## src/rtl/operand_fetch_stage_pkg.sv

```systemverilog
// Shared types and decode helpers for the operand fetch stage.
// Optional macro OPERAND_FETCH_BYPASS_EN enables writeback forwarding (see register file / top).
package operand_fetch_stage_pkg;

  localparam int unsigned NUM_REGS       = 32;
  localparam int unsigned REG_ADDR_W     = $clog2(NUM_REGS);
  localparam int unsigned REGISTER_WIDTH = 32;

  // RV32I-style encoding: opcode[6:0], rd[11:7], rs1[19:15], rs2[24:20]
  typedef logic [31:0]           instruction_t;
  typedef logic [REG_ADDR_W-1:0] reg_addr_t;

  typedef enum logic [6:0] {
    OPC_LOAD   = 7'b0000011,
    OPC_OP_IMM = 7'b0010011,
    OPC_AUIPC  = 7'b0010111,
    OPC_STORE  = 7'b0100011,
    OPC_OP     = 7'b0110011,
    OPC_LUI    = 7'b0110111,
    OPC_BRANCH = 7'b1100011,
    OPC_JALR   = 7'b1100111,
    OPC_JAL    = 7'b1101111
  } opcode_e;

  function automatic opcode_e get_opcode(input instruction_t instr);
    return opcode_e'(instr[6:0]);
  endfunction

  function automatic reg_addr_t get_rd(input instruction_t instr);
    return instr[11:7];
  endfunction

  function automatic reg_addr_t get_rs1(input instruction_t instr);
    return instr[19:15];
  endfunction

  function automatic reg_addr_t get_rs2(input instruction_t instr);
    return instr[24:20];
  endfunction

  function automatic logic uses_rs1(input instruction_t instr);
    case (get_opcode(instr))
      OPC_LOAD, OPC_OP_IMM, OPC_STORE, OPC_OP, OPC_BRANCH, OPC_JALR: return 1'b1;
      default: return 1'b0;
    endcase
  endfunction

  function automatic logic uses_rs2(input instruction_t instr);
    case (get_opcode(instr))
      OPC_STORE, OPC_OP, OPC_BRANCH: return 1'b1;
      default: return 1'b0;
    endcase
  endfunction

  function automatic logic writes_rd(input instruction_t instr);
    case (get_opcode(instr))
      OPC_LOAD, OPC_OP_IMM, OPC_AUIPC, OPC_OP, OPC_LUI, OPC_JALR, OPC_JAL: return 1'b1;
      default: return 1'b0;
    endcase
  endfunction

endpackage

```

## src/rtl/operand_fetch_stage_register_file.sv

```systemverilog
// Integer register file: 2 read ports, 1 write port, x0 hardwired to zero.
// With OPERAND_FETCH_BYPASS_EN defined, reads forward same-cycle write data.
module operand_fetch_stage_register_file #(
  parameter int unsigned NUM_REGS   = 32,
  parameter int unsigned REG_ADDR_W = $clog2(NUM_REGS),
  parameter int unsigned DATA_W     = 32
) (
  input  logic                  clk,
  input  logic                  rst_n,
  input  logic                  i_wr_en,
  input  logic [REG_ADDR_W-1:0] i_wr_addr,
  input  logic [DATA_W-1:0]     i_wr_data,
  input  logic [REG_ADDR_W-1:0] i_rd_addr_a,
  output logic [DATA_W-1:0]     o_rd_data_a,
  input  logic [REG_ADDR_W-1:0] i_rd_addr_b,
  output logic [DATA_W-1:0]     o_rd_data_b
);

  logic [DATA_W-1:0] r_regs [NUM_REGS];
  logic              w_wr_live;

  assign w_wr_live = i_wr_en && (i_wr_addr != '0);

  // Storage: cleared on reset, writes to x0 dropped
  always_ff @(posedge clk or negedge rst_n) begin
    if (!rst_n) begin
      for (int unsigned i = 0; i < NUM_REGS; i++) r_regs[i] <= '0;
    end else if (w_wr_live) begin
      r_regs[i_wr_addr] <= i_wr_data;
    end
  end

  // Read ports: x0 reads zero, optional forwarding of the in-flight write
  always_comb begin
    o_rd_data_a = (i_rd_addr_a == '0) ? '0 : r_regs[i_rd_addr_a];
    o_rd_data_b = (i_rd_addr_b == '0) ? '0 : r_regs[i_rd_addr_b];
`ifdef OPERAND_FETCH_BYPASS_EN
    if (w_wr_live && (i_wr_addr == i_rd_addr_a)) o_rd_data_a = i_wr_data;
    if (w_wr_live && (i_wr_addr == i_rd_addr_b)) o_rd_data_b = i_wr_data;
`endif
  end

endmodule

```

## src/rtl/operand_fetch_stage.sv

```systemverilog
// Operand fetch stage: register file read, scoreboard (RAW/WAW stall), output register.
// With OPERAND_FETCH_BYPASS_EN defined, same-cycle writeback clears hazards and forwards data.
module operand_fetch_stage
  import operand_fetch_stage_pkg::*;
#(
  parameter int unsigned NUM_REGS   = operand_fetch_stage_pkg::NUM_REGS,
  parameter int unsigned REG_ADDR_W = $clog2(NUM_REGS)
) (
  input  logic                      clk,
  input  logic                      rst_n,
  input  logic                      in_valid,
  output logic                      in_ready,
  input  instruction_t              in_instruction,
  input  logic                      wb_valid,
  input  logic [REG_ADDR_W-1:0]     wb_rd,
  input  logic [REGISTER_WIDTH-1:0] wb_data,
  output logic                      out_valid,
  input  logic                      out_ready,
  output instruction_t              out_instruction,
  output logic [REGISTER_WIDTH-1:0] out_rs1_value,
  output logic [REGISTER_WIDTH-1:0] out_rs2_value
);

  logic [NUM_REGS-1:0]       r_pending;
  logic [NUM_REGS-1:0]       w_pending_next;
  logic [NUM_REGS-1:0]       w_pending_eff;
  logic [NUM_REGS-1:0]       w_wb_mask;
  logic [REG_ADDR_W-1:0]     w_rd;
  logic [REG_ADDR_W-1:0]     w_rs1;
  logic [REG_ADDR_W-1:0]     w_rs2;
  logic                      w_uses_rs1;
  logic                      w_uses_rs2;
  logic                      w_writes_rd;
  logic                      w_hazard;
  logic                      w_xfer;
  logic [REGISTER_WIDTH-1:0] w_rs1_value;
  logic [REGISTER_WIDTH-1:0] w_rs2_value;

  operand_fetch_stage_register_file #(
    .NUM_REGS   (NUM_REGS),
    .REG_ADDR_W (REG_ADDR_W),
    .DATA_W     (REGISTER_WIDTH)
  ) u_register_file (
    .clk         (clk),
    .rst_n       (rst_n),
    .i_wr_en     (wb_valid),
    .i_wr_addr   (wb_rd),
    .i_wr_data   (wb_data),
    .i_rd_addr_a (w_rs1),
    .o_rd_data_a (w_rs1_value),
    .i_rd_addr_b (w_rs2),
    .o_rd_data_b (w_rs2_value)
  );

  // Decode fields and evaluate hazard / handshake
  always_comb begin
    w_rd        = get_rd(in_instruction);
    w_rs1       = get_rs1(in_instruction);
    w_rs2       = get_rs2(in_instruction);
    w_uses_rs1  = uses_rs1(in_instruction);
    w_uses_rs2  = uses_rs2(in_instruction);
    w_writes_rd = writes_rd(in_instruction);

    w_wb_mask = '0;
    if (wb_valid && (wb_rd != '0)) w_wb_mask[wb_rd] = 1'b1;

`ifdef OPERAND_FETCH_BYPASS_EN
    w_pending_eff = r_pending & ~w_wb_mask;
`else
    w_pending_eff = r_pending;
`endif
    w_pending_eff[0] = 1'b0;

    w_hazard = (w_uses_rs1  && w_pending_eff[w_rs1]) ||
               (w_uses_rs2  && w_pending_eff[w_rs2]) ||
               (w_writes_rd && w_pending_eff[w_rd]);
    in_ready = (!out_valid || out_ready) && !w_hazard;
    w_xfer   = in_valid && in_ready;
  end

  // Scoreboard next state: clear on writeback first so a same-index issue wins
  always_comb begin
    w_pending_next = r_pending & ~w_wb_mask;
    if (w_xfer && w_writes_rd && (w_rd != '0)) w_pending_next[w_rd] = 1'b1;
    w_pending_next[0] = 1'b0;
  end

  // Scoreboard register
  always_ff @(posedge clk or negedge rst_n) begin
    if (!rst_n) r_pending <= '0;
    else        r_pending <= w_pending_next;
  end

  // Output register: load on transfer, drain on consume, hold otherwise
  always_ff @(posedge clk or negedge rst_n) begin
    if (!rst_n) begin
      out_valid       <= 1'b0;
      out_instruction <= '0;
      out_rs1_value   <= '0;
      out_rs2_value   <= '0;
    end else if (w_xfer) begin
      out_valid       <= 1'b1;
      out_instruction <= in_instruction;
      out_rs1_value   <= w_rs1_value;
      out_rs2_value   <= w_rs2_value;
    end else if (out_ready) begin
      out_valid       <= 1'b0;
    end
  end

endmodule

```

## config.mk

```make
export PLATFORM = sky130hd
export DESIGN_NAME = operand_fetch_stage
export DESIGN_NICKNAME = d
export VERILOG_FILES = /design/src/rtl/operand_fetch_stage_pkg.sv /design/src/rtl/operand_fetch_stage_register_file.sv /design/src/rtl/operand_fetch_stage.sv
export SDC_FILE = /design/constraint.sdc
export NUM_CORES = 2
export LEC_CHECK = 0
export CORE_MARGIN = 2
export CORE_UTILIZATION = 63
export CTS_CLUSTER_SIZE = 16
export DETAILED_ROUTE_END_ITERATION = 16
export PLACE_DENSITY = 0.81
export REMOVE_ABC_BUFFERS = 1
export SLEW_MARGIN = 20
export SYNTH_ARGS = -nofsm -noshare
export SYNTH_HDL_FRONTEND = slang
export SYNTH_HIERARCHICAL = 1
export SYNTH_SLANG_ARGS = --single-unit
```

## constraint.sdc

```tcl
create_clock -name clk -period 3.4 [get_ports clk]
set_input_delay 0.51 -clock clk [delete_from_list [all_inputs] [get_ports clk]]
set_output_delay 0.51 -clock clk [all_outputs]
set_load 0.05 [all_outputs]
```

==> reports/metrics.sh <==
DETAILEDPLACE.WORSTSLACK_PS=6.10
REGTOREGSETUPSLACK_PS=300
SYNTH_SEQUENTIAL_AREA_RATIO=0.474
DIEWIDTH_UM=315
SYNTH_AREA_LEADERS='sky130_fd_sc_hd__dfrtp_1, sky130_fd_sc_hd__mux2_2, sky130_fd_sc_hd__mux4_2'
WORSTREGTOREGCELLS=9
FINALSETUPVIOLCOUNT=0
STATUS='completed'
SYNTHESIS_STAGE_REGISTER_BIT_COUNT=1152
SYNTHTOLAYOUTAREAGROWTH_PCT=13.7
PORTBUFFERS=171
POST-ROUTE-DRC-COUNT=0
SLEW_HEADROOM=0.235
IOPINCOUNT=172
ANTENNA_FOUND_INITIAL=8
CRITPATHKIND='reg2out'
INITIAL_UTILIZATION=0.638
LEADING_POST_SYNTHESIS_CELLS_BY_INSTANCE_COUNT='sky130_fd_sc_hd__dfrtp_1, sky130_fd_sc_hd__mux2_2, sky130_fd_sc_hd__mux4_2, sky130_fd_sc_hd__mux2i_1, sky130_fd_sc_hd__clkbuf_1'
CRITICAL_PATH.REG2REG.ENDPOINT='r_pending[31]'
DIEAREA_UM2=99000
CRITPATHMAXFANOUT=4
FINALHOLDVIOLCOUNT=0
ROOT_BUFFER='sky130_fd_sc_hd__clkbuf_16'
WORST_EP_ARRIVAL_TIME_PS=2880
FINAL_UTIL=0.725
SUM_OF_NET_HALF_PERIMETERS_AFTER_DETAILED_PLACEMENT_UM=110000
CLOCK_BUFFER_COUNT_FROM_CTS=117
CLKSINKCOUNT=1152
FINAL.MIN_CLOCK_PERIOD_PS=3390
CTS_HTREE_LEVELS=3
DRT_WL_TOTAL_UM=182000
SYNTH_AREA_UM2=60800
TIMING_WORST_SLEW_PIN_VALUE_PS=1140
CTS_TREE='done'
VDD_DROP_MAX_uV=448
FINAL_MAX_SLEW_VIOLS=0
CRITICAL_PATH_REQUIRED_PS=2890
ROUTE.DETAILED.WL_PER_INST_UM=32.9
GRT_START_MAX_NET_PINS=122
DETAILEDROUTE.FIRSTITERATIONVIOLATIONS=4721
SYNTH.LIB_CELLS_USED.DISTINCT=57
SYNTHDOMINANTAREACELLTYPE='sky130_fd_sc_hd__dfrtp_1'
CLOCK_SKEW_PS=34.8
SYNTH_TOP_CELL_AREA_SHARE=0.474
GPL.FINAL_WEIGHTED_CONGESTION=0.965
GLOBALROUTE.TOTALOVERFLOW=0
GRT_PASS1_VIAS=41724
SYNTH-MAIN-FF-CELL='sky130_fd_sc_hd__dfrtp_1'
CAPTURING_ELEMENT_TYPE_OF_THE_CRITICAL_PATH='output port'
DETAIL-ROUTE-ANTENNA-NETS=0
YOSYS_WARNINGS=6
PWR_DENSITY_CELL_nW_PER_UM2=598
LEAKAGE_POWER_FIGURE_nW=30.2
LAYOUT.NETS=4229
PLACEMENT_ROWS=113
WORST_HOLD_PATH_TYPE='in2async'
SETUP_SLACK_PS=14.8
FMAX_MHz=295
FINAL_CELL_AREA_UM2=69100
SYNTHMOSTINSTANTIATEDCELL='sky130_fd_sc_hd__dfrtp_1'
R2R_START='r_pending[23]'
GRT_FIRST_PASS_WIRELENGTH_UM=271000
CTSLONGESTPATHBUFFERS=3
MAX_CAP_VIOLATIONS=0
SYNTH_AREA_PER_CELL_UM2=14.9
SYNTH_ENABLE_FLOP_CELLS=0
FINAL_LAYOUT_SIZE_SUFFIX_GT1_FRAC=0.486
FP.DIEH_UM=315
POST_DP_CELL_AREA_UM2=65000
N_FILL_CELL=6016
SYN_INST=4079
INSERTION_DELAY_PS=730
CRITICAL_PATH.STARTPOINT_TYPE='flip-flop'
PATH_CLK_SLEW_PS=60
ASYNC_RESET_FF_FRAC=1.00
CORE_REGION_AREA_UM2=95300
PERIOD_SHARE=0.996
GRT.TOTAL_USAGE=0.371
DETAILEDROUTE.FIRSTPASSITERATIONCOUNT=5
VIAS=40593
ROUTE.DETAILED.VIAS_PER_INST=7.35
==> metal layers <==
metal / share of wire / track usage
met1: 0.38 / 0.502
met2: 0.45 / 0.556
met5: 0.00024 / 0
met3: 0.11 / 0.103
met4: 0.057 / 0.188
==> state kept, by name (all words and copies together), names as in the netlist <==
name	flops
out_valid	1
out_rs2_value	32
out_instruction	32
r_pending	31
out_rs1_value	32
u_register_file/r_regs	1024
==> cells by family (layout without fill, tap and decap cells) <==
logic type,count (synthesis),count (layout),share of synthesized area
buffers and inverters,466,639,0.0364
multiplexers,1815,1815,0.415
flip-flops,1152,1152,0.474
other,0,5,0
AND/OR/NAND/NOR,234,234,0.0223
AO/OA/AOI/OAI,412,412,0.0524
==> timing repair <==
action / CTS / global route
buffers inserted: 0 / 1
endpoints found under the hold margin: 38 / 0
endpoints found under the setup margin: 1 / 1
hold buffers: 1 / 0
resized for setup: 0 / 1
pin swaps: 1 / 1
==> metrics by stage <==
stage / power (W) / setup TNS [ps] / instances / hold WS [ps]
final: 0.0413 / 0 / 5522 / 389
after global routing: 0.0428 / -18.8 / 5520 / 406
after CTS: 0.0413 / 0 / 5516 / 373
after detailed placement: 0.0277 / 0 / 5299 / 387
after global placement: 0.0273 / 0 / 5299 / 382
after floorplan: 0.0242 / -560980 / 3617 / 214
==> layout make-up <==
type                       instances  area, um^2  area share
multi-input combinational       2461       30000       0.434
clock buffer                     169        3370      0.0488
tap                             1265        1580      0.0229
clock inverter                    47         671     0.00970
antenna                            5        12.5    0.000181
sequential                      1152       28800       0.417
inverter                           4        15.0    0.000217
timing repair buffer             419        4610      0.0668
==> placed cells by master, fill, tap and decap left out, types with 29 or more instances in the layout <==
cell and n:
sky130_fd_sc_hd__dfrtp_1 1152, sky130_fd_sc_hd__mux2_2 1032, sky130_fd_sc_hd__mux4_2 425, sky130_fd_sc_hd__mux2i_1 263
sky130_fd_sc_hd__buf_4 167, sky130_fd_sc_hd__clkdlybuf4s50_1 160, sky130_fd_sc_hd__clkbuf_16 117, sky130_fd_sc_hd__mux2_4 88
sky130_fd_sc_hd__buf_12 82, sky130_fd_sc_hd__a22oi_1 66, sky130_fd_sc_hd__a22o_1 54, sky130_fd_sc_hd__o22ai_1 52
sky130_fd_sc_hd__a211oi_1 52, sky130_fd_sc_hd__nor3_1 47, sky130_fd_sc_hd__nor2b_1 39, sky130_fd_sc_hd__a21oi_1 37
sky130_fd_sc_hd__o21ai_0 33, sky130_fd_sc_hd__a2111oi_0 29
==> where the power goes <==
group | internal, W | switching, W
clock network | 0.00807 | 0.00555
logic | 0.00521 | 0.00411
registers | 0.0163 | 0.00209
total | 0.0296 | 0.0117
==> how the worst max path moves through the flow <==
stage | from | end | slack, ps | cells after the start
4_1_cts | r_pending[23] | in_ready | 20 | 6
3_3_place_gp | in_instruction[7] | out_rs1_value[23] | 40 | 8
5_1_grt | r_pending[10] | in_ready | -20 | 5
3_5_place_dp | in_instruction[7] | r_pending[4] | 6 | 9
2_1_floorplan | in_instruction[11] | r_pending[11] | -4190 | 5
6_report | r_pending[14] | in_ready | 10 | 5
==> critical path: stages (launching register included) <==
cell,delay [ps]
sky130_fd_sc_hd__dfrtp_1,470
sky130_fd_sc_hd__mux4_2,480
sky130_fd_sc_hd__mux4_2,480
sky130_fd_sc_hd__o2111ai_2,310
sky130_fd_sc_hd__and3_4,280
sky130_fd_sc_hd__buf_12,140
(Power assumes the default switching activity.)
